===== config.mk =====
export PLATFORM = sky130hd
export DESIGN_NAME = pid_duty_comp
export DESIGN_NICKNAME = d
export VERILOG_FILES = /design/src/rtl/pid_pkg.sv /design/src/rtl/pid_sat.sv /design/src/rtl/pid_duty_comp.sv
export SDC_FILE = /design/constraint.sdc
export NUM_CORES = 1
export LEC_CHECK = 0
export ABC_AREA = 1
export CORE_MARGIN = 3
export CORE_UTILIZATION = 40
export DETAILED_ROUTE_END_ITERATION = 12
export SYNTH_ARGS = -nofsm -noshare
export SYNTH_HDL_FRONTEND = slang
export SYNTH_HIERARCHICAL = 1
export SYNTH_SLANG_ARGS = --single-unit

===== constraint.sdc =====
create_clock -name clk -period 2.3 [get_ports clk]
set_input_delay 0.69 -clock clk [delete_from_list [all_inputs] [get_ports clk]]
set_output_delay 0.69 -clock clk [all_outputs]
set_load 0.01 [all_outputs]

===== src/rtl/pid_pkg.sv =====
// Shared types and widths for the incremental PID duty compensator.
// FSM encoding plus datapath widths used by the top and the clamp.
package pid_pkg;

  localparam int ERR_W  = 9;
  localparam int ACC_W  = 24;
  localparam int COEF_W = 12;
  localparam int PROD_W = ERR_W + COEF_W;
  localparam int DUTY_W = 10;

  typedef enum logic [2:0] {
    S_IDLE,
    S_MAC_A,
    S_MAC_B,
    S_MAC_C,
    S_SAT
  } state_e;

endpackage


===== src/rtl/pid_sat.sv =====
// Duty clamp: limits a signed controller output to [DMIN, DMAX].
// sat_o tells the caller the output was limited (drives anti-windup).
module pid_sat
  import pid_pkg::*;
#(
  parameter int DMIN = 0,
  parameter int DMAX = 1000
) (
  input  logic signed [ACC_W-1:0]  y_i,
  output logic        [DUTY_W-1:0] duty_o,
  output logic                     sat_o
);

  localparam logic signed [ACC_W-1:0] LO = ACC_W'(DMIN);
  localparam logic signed [ACC_W-1:0] HI = ACC_W'(DMAX);

  always_comb begin
    duty_o = y_i[DUTY_W-1:0];
    sat_o  = 1'b0;
    if (y_i < LO) begin
      duty_o = DUTY_W'(DMIN);
      sat_o  = 1'b1;
    end else if (y_i > HI) begin
      duty_o = DUTY_W'(DMAX);
      sat_o  = 1'b1;
    end
  end

endmodule


===== src/rtl/pid_duty_comp.sv =====
// Incremental PID duty compensator, one MAC per clock, five-cycle
// sample period; clamped duty with anti-windup on the running sum.
module pid_duty_comp
  import pid_pkg::*;
#(
  parameter logic signed [COEF_W-1:0] COEF_A = 12'sd64,
  parameter logic signed [COEF_W-1:0] COEF_B = 12'sd0,
  parameter logic signed [COEF_W-1:0] COEF_C = 12'sd0,
  parameter int SHIFT     = 6,
  parameter int DMIN      = 0,
  parameter int DMAX      = 1000,
  parameter int DUTY_INIT = 0
) (
  input  logic        clk,
  input  logic        rst,
  input  logic [7:0]  vref,
  input  logic [7:0]  adc_in,
  input  logic        adc_valid,
  output logic [9:0]  duty_cmd,
  output logic        duty_valid,
  output logic        busy,
  output logic        overrun
);

  localparam logic signed [ACC_W-1:0] DPREV_RST =
    ACC_W'(DUTY_INIT) <<< SHIFT;

  state_e state_q, state_d;

  logic signed [ERR_W-1:0]  e0_q, e0_d, e1_q, e1_d, e2_q, e2_d;
  logic signed [ERR_W-1:0]  e_new, err;
  logic signed [COEF_W-1:0] coef;
  logic signed [PROD_W-1:0] prod;
  logic signed [ACC_W-1:0]  acc_q, acc_d, dprev_q, dprev_d, y;
  logic        [DUTY_W-1:0] duty_q, duty_d, sat_duty;
  logic                     dv_q, dv_d, ovr_q, ovr_d, sat;

  assign e_new = $signed({1'b0, vref}) - $signed({1'b0, adc_in});
  assign y     = acc_q >>> SHIFT;

  // One shared multiplier; operands follow the MAC state.
  always_comb begin
    coef = COEF_A;
    err  = e0_q;
    unique case (state_q)
      S_MAC_B: begin
        coef = COEF_B;
        err  = e1_q;
      end
      S_MAC_C: begin
        coef = COEF_C;
        err  = e2_q;
      end
      default: ;
    endcase
    prod = coef * err;
  end

  pid_sat #(
    .DMIN (DMIN),
    .DMAX (DMAX)
  ) u_sat (
    .y_i    (y),
    .duty_o (sat_duty),
    .sat_o  (sat)
  );

  always_comb begin
    state_d = state_q;
    e0_d    = e0_q;
    e1_d    = e1_q;
    e2_d    = e2_q;
    acc_d   = acc_q;
    dprev_d = dprev_q;
    duty_d  = duty_q;
    dv_d    = 1'b0;
    ovr_d   = ovr_q | (adc_valid & (state_q != S_IDLE));
    unique case (state_q)
      S_IDLE: begin
        if (adc_valid) begin
          e0_d    = e_new;
          state_d = S_MAC_A;
        end
      end
      S_MAC_A: begin
        acc_d   = dprev_q + ACC_W'(prod);
        state_d = S_MAC_B;
      end
      S_MAC_B: begin
        acc_d   = acc_q + ACC_W'(prod);
        state_d = S_MAC_C;
      end
      S_MAC_C: begin
        acc_d   = acc_q + ACC_W'(prod);
        state_d = S_SAT;
      end
      S_SAT: begin
        duty_d  = sat_duty;
        dv_d    = 1'b1;
        // Re-seat the sum at the clamp so recovery is immediate.
        dprev_d = sat ? (ACC_W'(sat_duty) <<< SHIFT) : acc_q;
        e2_d    = e1_q;
        e1_d    = e0_q;
        state_d = S_IDLE;
      end
      default: state_d = S_IDLE;
    endcase
  end

  always_ff @(posedge clk) begin
    if (!rst) begin
      state_q <= S_IDLE;
      e0_q    <= '0;
      e1_q    <= '0;
      e2_q    <= '0;
      acc_q   <= '0;
      dprev_q <= DPREV_RST;
      duty_q  <= DUTY_W'(DUTY_INIT);
      dv_q    <= 1'b0;
      ovr_q   <= 1'b0;
    end else begin
      state_q <= state_d;
      e0_q    <= e0_d;
      e1_q    <= e1_d;
      e2_q    <= e2_d;
      acc_q   <= acc_d;
      dprev_q <= dprev_d;
      duty_q  <= duty_d;
      dv_q    <= dv_d;
      ovr_q   <= ovr_d;
    end
  end

  assign duty_cmd   = duty_q;
  assign duty_valid = dv_q;
  assign busy       = (state_q != S_IDLE);
  assign overrun    = ovr_q;

endmodule


**After elaboration in Yosys (flattened, before gate mapping)**

Index checks and enable logic that the tools add are counted.

- Flip-flop bits (word level): 90
- Bits of input ports: 19

- Add/subtract/negate cells: 3
- Multipliers: 1
- $lt $le $gt $ge: 2
- Equal/unequal tests: 5
- Multiplexer cells: 11
- Bitwise gates (word level): 2
- Reduce and logical (&&, ||, !) cells: 5

Operators with widths:

| kind | number |
|---|---|
| $add A24 B17 Y24 | 2 |
| $pmux W24 S2 | 1 |
| $mux W24 | 1 |
| $mux W10 | 2 |
| $gt A18 B11 Y1 const B | 1 |
| $lt A18 B1 Y1 const B | 1 |
| $pmux W9 S2 | 1 |
| $mul A8 B9 Y17 | 1 |
| $pmux W3 S4 | 1 |
| $sub A8 B8 Y9 | 1 |
| $mux W7 | 1 |
| $eq A3 B2 Y1 const B | 2 |
| $eq A3 B1 Y1 const B | 1 |
| $eq A3 B3 Y1 const B | 1 |
| $logic_not A3 Y1 | 1 |
| $mux W1 | 3 |
| $mux W3 | 1 |
| $reduce_bool A3 Y1 | 1 |
| $ne A2 B2 Y1 const B | 1 |
| $reduce_and A2 Y1 | 1 |
| $reduce_bool A2 Y1 | 1 |
| $reduce_or A2 Y1 | 1 |
| $and A1 B1 Y1 | 1 |
| $or A1 B1 Y1 | 1 |

**Longest topological paths before layout**

Gate-level depths: netlist of the first run.

- Depth after elaboration: 6
- Mapped depth: 19

**Cells and area by module**

Netlist of the first run, hierarchy kept.

Modules (own cells, without submodules):

| module | instances | cells each | area each (sq um) | sequential area each (sq um) |
|---|---|---|---|---|
| pid_duty_comp | 1 | 573 | 3753.6 | 1201.2 |
| pid_sat | 1 | 45 | 219.0 | 0.0 |

**Worst setup path before layout of the first run**

Ideal clock, no wire load.

- Path kind: register -> register
- Start point: register state_q[2]
- End point: register acc_q[15]
- Setup time: 115 ps
- Arrival time: 2335 ps
- Data required time: 2185 ps
- Slack: -150 ps
- Stages on the path, launching flop included: 14
- Cell sequence: dfxtp_1 > inv_2 > nand2_1 > inv_1 > clkbuf_1 > nor2_1 > ha_1 > nand2_1 > inv_1 > a21oi_1 > nand3_1 > xor2_1 > o21ai_0 > inv_1

- Word-level cells in the longest chain between the ends: 6

Ends and longest elaborated chain:

| item | line | text |
|---|---|---|
| from (decl) | pid_duty_comp.sv:28 | `state_e state_q, state_d;` |
| from (signal assigned) | pid_duty_comp.sv:122 | `state_q <= state_d;` |
| $eq A3 B2 Y1 | pid_duty_comp.sv:45, pid_duty_comp.sv:78 |  |
| $reduce_or A2 Y1 (no line) | - |  |
| $mux W7 | pid_duty_comp.sv:45 | `unique case (state_q)` |
| $mul A8 B9 Y17 | pid_duty_comp.sv:56 | `prod = coef * err;` |
| $add A24 B17 Y24, on equally long branches | pid_duty_comp.sv:90, pid_duty_comp.sv:94, pid_duty_comp.sv:86 |  |
| $pmux W24 S2 | pid_duty_comp.sv:78 | `unique case (state_q)` |
| to (signal assigned) | pid_duty_comp.sv:116 | `acc_q <= '0;` |
| to (signal assigned) | pid_duty_comp.sv:126 | `acc_q <= acc_d;` |
| to (decl) | pid_duty_comp.sv:34 | `logic signed [ACC_W-1:0] acc_q, acc_d, dprev_q, dprev_d, y;` |

Several ways; a longest one is shown, not always the timed one.
A chain may end at the register's enable or synchronous reset.

**Worst setup path after layout of the first run**

- Start point: register state_q[2]
- End point: register acc_q[22]

Same word-level chain as after synthesis.

==> results of run 1 <==
==> cell usage after synthesis (all sizes together) <==
library cell    n
a21boi          1
dfxtp          60
buf             9
or2             1
o211ai          3
ha             25
a21oi          51
clkbuf         11
inv            98
nand2         141
o31ai           6
xor2            9
xnor2           3
nor3            3
nand3          40
a21o            1
nand4           3
o21ai          64
a31oi          10
nor2           74
and2            3
fa              2
==> where the power goes <==
part	switching, mW	internal [mW]	leakage [nW]
Combinational	0.531	0.396	1.88
Sequential	0.0655	1.11	0.491
Clock	0.464	0.749	0.122
Total	1.06	2.26	2.49
==> critical path, delay by kind of cell (launching register included) <==
family,cells,cell delay (ns)
AOI/OAI and AO/OA,1,0.05
DFF,1,0.33
buffers and inverters,3,0.27
adders and majority gates,2,0.58
and+or+nand+nor,11,0.87
==> repair_timing <==
action,in CTS,in global routing
endpoints found under the hold margin,0,0
pin swaps,0,23
buffers inserted,0,6
resized for setup,7,71
cloned,0,2
hold buffers,0,0
setup endpoints to repair,9,12
==> metrics by stage <==
stage | hold WS (ns) | std cells | total power, mW
5_1_grt | 0.497 | 824 | 3.50
4_1_cts | 0.470 | 816 | 3.23
2_1_floorplan | 0.445 | 618 | 1.72
3_3_place_gp | 0.455 | 800 | 2.00
3_5_place_dp | 0.458 | 800 | 2.01
6_report | 0.472 | 824 | 3.32
==> path summary, 6_finish.rpt <==
| kind | startpoint | endpoint | slack [ns] | cells past startpoint |
|---|---|---|---|---|
| min reg2reg | dprev_q[20]$_SDFFE_PN0P_ | dprev_q[20]$_SDFFE_PN0P_ | 0.47 | 2 |
| max | state_q[2]$_SDFFE_PN0P_ | acc_q[22]$_SDFFE_PN0P_ | 0.09 | 17 |
| min | dprev_q[20]$_SDFFE_PN0P_ | dprev_q[20]$_SDFFE_PN0P_ | 0.47 | 2 |
| max reg2reg | state_q[2]$_SDFFE_PN0P_ | acc_q[22]$_SDFFE_PN0P_ | 0.09 | 17 |
==> metal layers <==
metal | vias up | wire length (µm) | GRT usage [%]
met5 | - | 0 | 0
met4 | 0 | 151 | 4.63
met3 | 13 | 411 | 3.37
met2 | 62 | 5560 | 34.7
met1 | 1862 | 4970 | 24.7
li1 | 2127 | - | -
==> flip-flops by register name (all words and copies together) (netlist names) <==
signal      flops
acc_q          18
dprev_q        18
duty_cmd       10
e0_q            9
state_q         3
duty_valid      1
overrun         1
==> logic make-up after synthesis <==
family	after synthesis	share of synthesized area, %
AO/OA/AOI/OAI	136	18.4
XOR/XNOR	12	2.65
adder cells (fa/ha/maj)	27	8.88
buffers and inverters	118	11.7
flip-flops	60	30.2
AND/OR/NAND/NOR	265	28.2
==> placed cells by master, fill, tap and decap left out, drive strengths merged <==
cell type and n:
xor2 9, nor3 3, nand2 141, o211ai 3
and2 3, nor2 74, or2 1, inv 98
dfxtp 60, a21oi 51, o21ai 64, nand3 40
a21boi 1, dlymetal6s2s 1, clkinvlp 1, a21o 1
o31ai 6, clkdlybuf4s50 30, clkinv 2, bufinv 3
buf 48, xnor2 3, ha 25, clkbuf 12
a31oi 10, nand4 3, fa 2
==> area by class of cell <==
class	count	area share, %
timing repair buffer	81	14.3
sequential	60	22.6
clock buffer	10	2.58
tap	129	3.03
multi-input combinational	440	48.4
clock inverter	6	2.09
inverter	98	6.99
==> Flow_metrics.wiki, run 1 <==
{| class="wikitable"
! Metric !! Value
|-
| Result of the run || complete, no violations
|-
| DRC violations left || 0
|-
| Sequential cell area || approximately 1200 µm²
|-
| Core Rows || 35
|-
| Category of the worst setup path launch point || flop
|-
| CTS Sinks || 60
|-
| Standard cell core area || 9460 µm²
|-
| Area delta synth->final || 34.2%
|-
| Die span in y || between 100 and 150 µm
|-
| Overall global routing resource usage || between 10% and 20%
|-
| Number of global-route vias before repair || between 3k and 4k
|-
| Worst setup path class || reg -> reg
|-
| Initial DRT Pass Iterations || 4
|-
| Routed vias || 4064
|-
| Register clock-pin slew on the reported worst setup and hold paths || roughly 0.08 ns
|-
| Final period utilization || 95.9%
|-
| Crit end category || flop
|-
| Post-route core utilization || 56.4%
|-
| Max Buffers Root-to-Sink || 2
|-
| Final number of max-transition violations || 0
|-
| Area used by multi-input combinational logic || ~2600 µm²
|-
| Largest fanout of any net on the critical path || 8
|-
| Chip Width || 106 µm
|-
| Final instance area || 5330 µm²
|-
| Global-route wire length before repair || about 18 mm
|-
| H-tree levels || 3
|-
| Detailed Place HPWL || 7.89 mm
|-
| Period minus WS final || 2.21 ns
|-
| Yosys top cell area share || between 30% and 40%
|-
| Top cells by area, synth || dfxtp_1 (30%), nand2_1 (13%), inv_1 (8.7%)
|-
| Crit-path slowest cell || fa_2
|-
| Cell Chain, Critical Path || inv_2 > nand2_4 > buf_12 > nand2_2 > o21ai_2 > ha_2 > fa_2 > nand3_2 > nand2_2 > nand2_2 > nand2_4 > nand2_2 > nand2_1 > nand2_1 > nand3_2 > nand2_1 > inv_1
|-
| Final worst setup slack || 0.0937 ns
|-
| Worst hold path type || reg -> reg
|-
| Vias per Instance || 4.93
|-
| Share of the yosys chip area belonging to registers || 30.2%
|-
| Overflow left after global routing || 0
|-
| Arrival time worst endpoint || 2.44 ns
|-
| Maximum clock rate || 453 MHz
|-
| Post-Place Setup Slack || -0.186 ns
|-
| Post-synthesis net count || 664
|-
| CTS buffer count || 9
|-
| Number of hold-slack violations in the final timing report || 0
|-
| Number of placed I/O pins || 32
|-
| Max-Cap Viols || 0
|-
| Antenna violation net count after detailed routing || 0
|-
| Warning count from the yosys run || 6
|-
| Clk_lat worst skew || between 0.3 and 0.4 ns
|-
| Weighted congestion reported at the end of routability-driven placement || about 0.85
|-
| Cell count after synthesis || between 600 and 700
|-
| Required time at the worst-slack endpoint || approximately 2.5 ns
|-
| Post-detailed-routing wire length || about 11 mm
|-
| Register bit total from synthesis || 60
|-
| Root buf cell || clkbuf_8
|-
| Static Leak || around 2.5 nW
|-
| Total Neg Setup Slack || 0 ns
|-
| Die footprint || 11200 µm²
|-
| First-iteration detailed-routing DRC count || 194
|-
| Pwr dens || between 600 and 700 nW/µm²
|-
| Final setup violation count || 0
|-
| Unrepaired setup endpoints after global routing || true
|-
| Delay of the slowest cell on the worst path || roughly 0.39 ns
|-
| Cell taking the most area after synthesis || dfxtp_1
|-
| PortBufs || 31
|-
| Cell seen most often among critical-path stages || nand2_2
|-
| Instance area at placement || 4700 µm²
|-
| Antenna diodes || 0
|-
| Number of antenna violations at the first check in global routing || 0
|-
| Synthesized area per cell || 6.43 µm²
|-
| Netlist cell types || 32
|-
| Layout Skew || 0.0129 ns
|-
| Starting utilization of the core area || 42.0%
|-
| TritonCTS clock tree || done
|-
| Post-detailed-route wirelength per cell || 13.5 µm
|-
| Slew headroom || 62.1%
|-
| Share of post-route cells with drive strength above 1 || 21.2%
|-
| Netlist Area Pre-Place || 3970 µm²
|-
| Fill cell count || 969
|-
| Maximum number of pins on one net before global-route repair || 39
|-
| Worst supply voltage drop on vdd || 0.340 mV
|-
| Transition time of the tightest slew-check pin || 0.567 ns
|-
| Final #Nets || 736
|}
Power figures use the tool's default switching activity.
==> run 2, diff against run 1 <==
--- a/config.mk
+++ b/config.mk
@@ -11,5 +11,4 @@
 export DETAILED_ROUTE_END_ITERATION = 12
 export SYNTH_ARGS = -nofsm -noshare
 export SYNTH_HDL_FRONTEND = slang
-export SYNTH_HIERARCHICAL = 1
 export SYNTH_SLANG_ARGS = --single-unit
==> Flow_metrics.wiki, run 2 <==
{| class="wikitable"
! Metric !! Value
|-
| Result of the run || complete, but fails checks
|-
| Violated checks || setup timing
|-
| Pwr dens || approximately 580 nW/µm²
|-
| TritonCTS clock tree || done
|-
| Starting utilization of the core area || 42.1%
|-
| Die footprint || 10600 µm²
|-
| Total instance count after detailed placement || 741
|-
| Global-route wire length before repair || 15.9 mm
|-
| Total Neg Setup Slack || -0.0775 ns
|-
| Cell count after synthesis || 570
|-
| Required time at the worst-slack endpoint || 2.54 ns
|-
| Max-Cap Viols || 0
|-
| PortBufs || 31
|-
| Worst setup path class || reg -> reg
|-
| Final setup violation count || 6
|-
| Main flop type after synthesis || dfxtp_1
|-
| Number of standard cells in the layout, taps in and fillers out || slightly below 800
|-
| Unrepaired setup endpoints after global routing || true
|-
| Number of hold-slack violations in the final timing report || 0
|-
| Root buf cell || clkbuf_8
|-
| Max Buffers Root-to-Sink || 2
|-
| Final instance area || 5490 µm²
|-
| Top cell types by occurrence after synthesis || nand2_1 (133), inv_1 (91), dfxtp_1 (60), a21oi_1 (59), nor2_1 (56)
|-
| Overall power of the completed layout || 3.16 mW
|-
| Share of flip-flops with an asynchronous set or reset after synthesis || 0%
|-
| Overall global routing resource usage || 18.9%
|-
| Detailed Place HPWL || 7.12 mm
|-
| Maximum clock rate || between 400 and 500 MHz
|-
| Category of the worst setup path launch point || flop
|-
| Most common cell after layout, fill and taps aside || nand2_1
|-
| CTS buffer count || 9
|-
| Standard cell core area || about 8900 µm²
|-
| Slew headroom || 65.5%
|-
| Number of placed I/O pins || 32
|-
| CTS Sinks || 60
|-
| Arrival time worst endpoint || 2.57 ns
|-
| Number of synthesized flops with an enable pin || 0
|-
| Cell taking the most area after synthesis || dfxtp_1
|-
| Most frequent cell after synthesis || nand2_1
|-
| Initial DRT Pass Iterations || 4
|-
| DRC violations left || 0
|-
| Core Rows || 34
|-
| Area used by multi-input combinational logic || 2670 µm²
|-
| Routed vias || between 3k and 4k
|-
| Vias per Instance || approximately 5.1
|-
| Register clock-pin slew on the reported worst setup and hold paths || about 0.08 ns
|-
| Static Leak || 2.50 nW
|-
| Final period utilization || 101%
|-
| Share of post-route cells with drive strength above 1 || between 30% and 40%
|-
| Synthesized area per cell || 6.57 µm²
|-
| Final number of max-transition violations || 0
|-
| Share of the yosys chip area belonging to registers || 32.1%
|-
| Worst supply voltage drop on vdd || 0.314 mV
|-
| Fill cell count || 774
|-
| First-iteration detailed-routing DRC count || 174
|-
| Final #Nets || 710
|-
| Final worst setup slack || -0.0328 ns
|-
| Maximum number of pins on one net before global-route repair || a little under 50
|-
| Netlist Area Pre-Place || 3740 µm²
|-
| Chip Width || 103 µm
|-
| Area delta synth->final || 46.8%
|-
| H-tree levels || 3
|-
| Layout Skew || roughly 0.016 ns
|-
| Crit end category || flop
|-
| Weighted congestion reported at the end of routability-driven placement || 0.909
|-
| Highest-count cells in the layout ignoring fill and taps || nand2_1 (106), inv_1 (88), dfxtp_1 (57), buf_4 (56), a21oi_1 (47)
|-
| Largest fanout of any net on the critical path || 8
|-
| Post-detailed-route wirelength per cell || between 10 and 15 µm
|-
| Post-CTS Hold Fix Bufs || 0
|-
| Warning count from the yosys run || 0
|-
| Period minus WS final || 2.33 ns
|-
| Post-synthesis net count || 616
|-
| Antenna violation net count after detailed routing || 0
|-
| Number of global-route vias before repair || 3497
|-
| Post-detailed-routing wire length || 10.5 mm
|-
| Transition time of the tightest slew-check pin || 0.514 ns
|-
| Post-route core utilization || 61.8%
|-
| Netlist cell types || 29
|-
| Clk_lat worst skew || 0.34 ns
|-
| Antenna diodes || 0
|-
| Worst hold path type || reg -> reg
|-
| Instance area at placement || between 4000 and 5000 µm²
|-
| Sequential cell area || 1210 µm²
|-
| Yosys top cell area share || 32.1%
|-
| Die span in y || 103 µm
|-
| Register bit total from synthesis || 60
|-
| Number of antenna violations at the first check in global routing || 0
|-
| Top cells by area, synth || dfxtp_1 (32%), nand2_1 (13%), inv_1 (9.1%)
|-
| Overflow left after global routing || 0
|}
==> run 2: changes by cell type in the layout (fill, tap and decap cells not counted), sizes merged, moves of 6 or more <==
cell / delta
nand3: -7
o31ai: -6
o21ai: -18
a31oi: -9
nor2: -13
nor3: +8
a21oi: +8
nand2: -6
buf: +15
==> run 2: layout make-up <==
cell class	count	share of cell area, %
timing repair inverter	2	0.319
tap	108	2.46
multi-input combinational	401	48.6
clock buffer	9	2.26
timing repair buffer	94	15.6
clock inverter	7	1.80
sequential	60	22.1
inverter	96	6.88
==> run 2: per-layer routing <==
layer | up-vias | routed length [µm] | global-route usage [%]
met5 | - | 0 | 0
met4 | 0 | 182 | 4.24
met3 | 18 | 374 | 3.32
met2 | 82 | 5100 | 32.1
met1 | 1810 | 4840 | 24.9
li1 | 2021 | - | -
==> run 2: timing repair <==
item / CTS / global route
resized for setup: 69 / 87
setup buffers: 5 / 11
gates cloned: 2 / 2
endpoints found under the setup margin: 12 / 14
pin swaps: 16 / 40
==> run 2: cells by family (layout without fill, tap and decap cells) <==
logic type / count (synthesis) / after routing / synth area share [%]
AOI/OAI and AO/OA: 112 / 112 / 15.4
xor gates and xnor gates: 12 / 12 / 2.81
adders and majority gates: 27 / 27 / 9.43
buffers and inverters: 110 / 208 / 11.3
DFF: 60 / 60 / 32.1
and+or+nand+nor: 249 / 250 / 28.9
==> run 2: worst paths after layout <==
| check | startpoint | end | slack (ns) | depth (start not counted) |
|---|---|---|---|---|
| worst max-delay path | state_q[1]$_SDFFE_PN0P_ | acc_q[19]$_SDFFE_PN0P_ | -0.03 | 15 |
| worst min-delay path | dprev_q[23]$_SDFFE_PN0P_ | dprev_q[23]$_SDFFE_PN0P_ | 0.45 | 2 |
| worst max register to register | state_q[1]$_SDFFE_PN0P_ | acc_q[19]$_SDFFE_PN0P_ | -0.03 | 15 |
| worst min register to register | dprev_q[23]$_SDFFE_PN0P_ | dprev_q[23]$_SDFFE_PN0P_ | 0.45 | 2 |
==> run 2: critical path: stages (launching register included) <==
cell	delay (ns)
dfxtp_4	0.39
nand3_4	0.14
nand2_8	0.11
buf_8	0.16
nor2_1	0.26
ha_4	0.28
nand2_2	0.09
inv_1	0.07
a21oi_2	0.17
nor2_1	0.09
nor2_2	0.12
nand2_1	0.06
nand2_1	0.08
nand3_2	0.08
nand2_1	0.08
inv_1	0.03
==> run 2: metrics by stage <==
stage | setup WS [ns] | hold slack, ns
2_1_floorplan | 0.0447 | 0.419
3_3_place_gp | -0.148 | 0.436
3_5_place_dp | -0.179 | 0.435
4_1_cts | -0.0175 | 0.446
5_1_grt | -0.152 | 0.483
6_report | -0.0328 | 0.446
==> run 2: report_power, final <==
group | internal, mW | switching [mW] | leakage (nW)
Sequential | 1.11 | 0.0528 | 0.492
Clock | 0.615 | 0.462 | 0.110
Combinational | 0.407 | 0.514 | 1.90
Total | 2.13 | 1.03 | 2.50
==> run 3, diff against run 2 <==
--- a/config.mk
+++ b/config.mk
@@ -5,10 +5,10 @@
 export SDC_FILE = /design/constraint.sdc
 export NUM_CORES = 1
 export LEC_CHECK = 0
-export ABC_AREA = 1
 export CORE_MARGIN = 3
 export CORE_UTILIZATION = 40
 export DETAILED_ROUTE_END_ITERATION = 12
 export SYNTH_ARGS = -nofsm -noshare
 export SYNTH_HDL_FRONTEND = slang
 export SYNTH_SLANG_ARGS = --single-unit
+export TNS_END_PERCENT = 50
==> Flow_metrics.wiki, run 3 <==
{| class="wikitable"
! Metric !! Value
|-
| Worst hold path type || reg -> reg
|-
| Cell count after synthesis || approximately 470
|-
| H-tree levels || 3
|-
| Netlist cell types || 54
|-
| Area delta synth->final || 40.3%
|-
| Share of post-route cells with drive strength above 1 || 24.5%
|-
| Antenna violation net count after detailed routing || 0
|-
| CTS Sinks || 60
|-
| Worst supply voltage drop on vdd || 0.362 mV
|-
| Final worst setup slack || -0.234 ns
|-
| Post-synthesis net count || 519
|-
| Sum of routed wire segments on met1 || 4.63 mm
|-
| Starting utilization of the core area || 42.3%
|-
| Number of hold-slack violations in the final timing report || 0
|-
| Final period utilization || 110%
|-
| Pwr dens || 591 nW/µm²
|-
| DRC violations left || 0
|-
| Unrepaired setup endpoints after global routing || true
|-
| Warning count from the yosys run || 0
|-
| Arrival time worst endpoint || 2.76 ns
|-
| Die footprint || 10100 µm²
|-
| Top cells by area, synth || dfxtp_1 (34%), nand2_1 (11%), ha_1 (8.8%)
|-
| Initial DRT Pass Iterations || 4
|-
| Number of buffer and inverter stages on the critical path || 2
|-
| Antenna diodes || 0
|-
| Register clock-pin slew on the reported worst setup and hold paths || 0.07 ns
|-
| Main flop type after synthesis || dfxtp_1
|-
| Cell Chain, Critical Path || nor2b_4 > nand2_1 > nand2_1 > ha_2 > inv_2 > fa_2 > nand2b_4 > a21oi_4 > o21ai_4 > a211oi_2 > buf_4 > o2111a_1 > a211oi_2
|-
| Synthesized area per cell || 7.53 µm²
|-
| Overall power of the completed layout || roughly 3 mW
|-
| Max-Cap Viols || 0
|-
| Final setup violation count || 10
|-
| Final #Nets || 612
|-
| Post-detailed-route wirelength per cell || 14.0 µm
|-
| Netlist Area Pre-Place || 3560 µm²
|-
| Static Leak || 2.23 nW
|-
| Number of standard cells in the layout, taps in and fillers out || 676
|-
| Maximum number of pins on one net before global-route repair || 33
|-
| TritonCTS clock tree || done
|-
| Crit-path slowest cell || dfxtp_4
|-
| Most frequent cell after synthesis || nand2_1
|-
| Maximum clock rate || 395 MHz
|-
| Family with the most delay on the worst path || compound AO/OA/AOI/OAI gates
|-
| Max Buffers Root-to-Sink || 2
|-
| First-iteration detailed-routing DRC count || roughly 140
|-
| Number of synthesized flops with an enable pin || 0
|-
| PortBufs || 31
|-
| Slew headroom || 67.4%
|-
| Root buf cell || clkbuf_8
|-
| Weighted congestion reported at the end of routability-driven placement || roughly 0.83
|-
| Cell taking the most area after synthesis || dfxtp_1
|-
| Result of the run || complete, but fails checks
|-
| Global-route wire length before repair || 15.4 mm
|-
| Delay of the slowest cell on the worst path || approximately 0.38 ns
|-
| Number of global-route vias before repair || 3360
|-
| Final number of max-transition violations || 0
|-
| Layout Skew || 0.00627 ns
|-
| Detailed Place HPWL || 6.43 mm
|-
| Category of the worst setup path launch point || flop
|-
| Number of placed I/O pins || 32
|-
| Number of antenna violations at the first check in global routing || 0
|-
| Met3 layer wire length in the routed design || between 300 and 400 µm
|-
| Register bit total from synthesis || 60
|-
| Highest-count cells in the layout ignoring fill and taps || nand2_1 (97), buf_4 (69), dfxtp_1 (58), a21oi_1 (41), nor2_1 (31)
|-
| Clk_lat worst skew || 0.34 ns
|-
| Post-Place Setup Slack || -0.698 ns
|-
| Violated checks || setup timing
|-
| Routed vias || ~3.6k
|-
| Share of the yosys chip area belonging to registers || 33.7%
|-
| Period minus WS final || 2.53 ns
|-
| Standard cell core area || approximately 8400 µm²
|-
| Post-detailed-routing wire length || roughly 9.5 mm
|-
| Yosys top cell area share || 33.7%
|-
| Top cell types by occurrence after synthesis || nand2_1 (100), dfxtp_1 (60), a21oi_1 (47), nor2_1 (33), ha_1 (25)
|-
| Post-CTS Hold Fix Bufs || 0
|-
| Total instance count after detailed placement || 648
|-
| Metal2 WL || 4.34 mm
|-
| Vias per Instance || roughly 5.3
|-
| Worst setup path class || reg -> reg
|-
| Highest routing layer actually used || met4
|-
| Largest fanout of any net on the critical path || 7
|-
| Share of flip-flops with an asynchronous set or reset after synthesis || 0%
|-
| Transition time of the tightest slew-check pin || around 0.48 ns
|-
| Core Rows || 33
|-
| Crit end category || flop
|-
| Die span in y || 100 µm
|-
| Chip Width || 100 µm
|-
| Overflow left after global routing || 0
|-
| Overall global routing resource usage || 18.8%
|-
| Required time at the worst-slack endpoint || 2.53 ns
|-
| CTS buffer count || 9
|-
| Worst hold-check slack || ~0.45 ns
|-
| Post-route core utilization || between 50 and 60%
|-
| Most common cell after layout, fill and taps aside || nand2_1
|}
==> run 3: report_power, final <==
group / internal, mW / total [mW] / switching, mW
sequential: 1.10 / 1.15 / 0.0480
clock: 0.562 / 1.02 / 0.456
combinational: 0.370 / 0.789 / 0.419
total: 2.03 / 2.95 / 0.923
==> run 3: final cells by class <==
cell class                      count  area, µm²
Fill cell                         788       3430
Multi-Input combinational cell    370       2480
Sequential cell                    60       1210
Clock buffer                       10        149
Clock inverter                      6       61.3
Tap cell                          105        131
Timing Repair Buffer              103        885
Inverter                           22       82.6
==> run 3: logic make-up (layout without fill, tap and decap cells) <==
logic type | Yosys count | count (layout) | share of synthesized area [%]
buffers and inverters | 44 | 141 | 4.71
AND/OR/NAND/NOR | 215 | 216 | 27.6
adder cells (fa/ha/maj) | 27 | 27 | 9.91
XOR/XNOR | 8 | 8 | 1.97
multiplexers | 3 | 3 | 0.844
flip-flops | 60 | 60 | 33.7
AO/OA/AOI/OAI | 116 | 116 | 21.2
==> run 3: final timing paths <==
check | start | endpoint | slack [ns] | cells after the start
hold reg to reg | duty_cmd[5]$_SDFFE_PN0P_ | duty_cmd[5]$_SDFFE_PN0P_ | 0.45 | 2
setup reg to reg | state_q[1]$_SDFFE_PN0P_ | acc_q[20]$_SDFFE_PN0P_ | -0.23 | 13
hold / removal | duty_cmd[5]$_SDFFE_PN0P_ | duty_cmd[5]$_SDFFE_PN0P_ | 0.45 | 2
setup / recovery | state_q[1]$_SDFFE_PN0P_ | acc_q[20]$_SDFFE_PN0P_ | -0.23 | 13
==> run 3: through the flow <==
stage | area (µm²) | setup TNS (ns)
2_1_floorplan | 3720 | -0.587
3_3_place_gp | 4510 | -3.63
3_5_place_dp | 4510 | -4.16
4_1_cts | 4850 | -1.74
5_1_grt | 4990 | -2.86
6_report | 4990 | -1.38
==> run 3: worst register-to-register path, delay by kind of cell, from the launching register on <==
| family | cells | cell delay, ns |
|---|---|---|
| buffers and inverters | 2 | 0.24 |
| and+or+nand+nor | 4 | 0.59 |
| AOI/OAI and AO/OA | 5 | 0.71 |
| adders and majority gates | 2 | 0.51 |
| DFF | 1 | 0.38 |
==> run 3: metal layers <==
layer,track usage (%),vias to the layer above
met1,25.1,1626
li1,-,1850
met3,4.24,14
met5,0,-
met4,5.18,0
met2,30.4,73
==> run 3: timing repair <==
item / 4_1_cts / 5_1_grt
gates resized for setup: 18 / 27
cloned: 0 / 1
setup endpoints to repair: 14 / 19
setup buffers: 7 / 4
pin swaps: 8 / 7
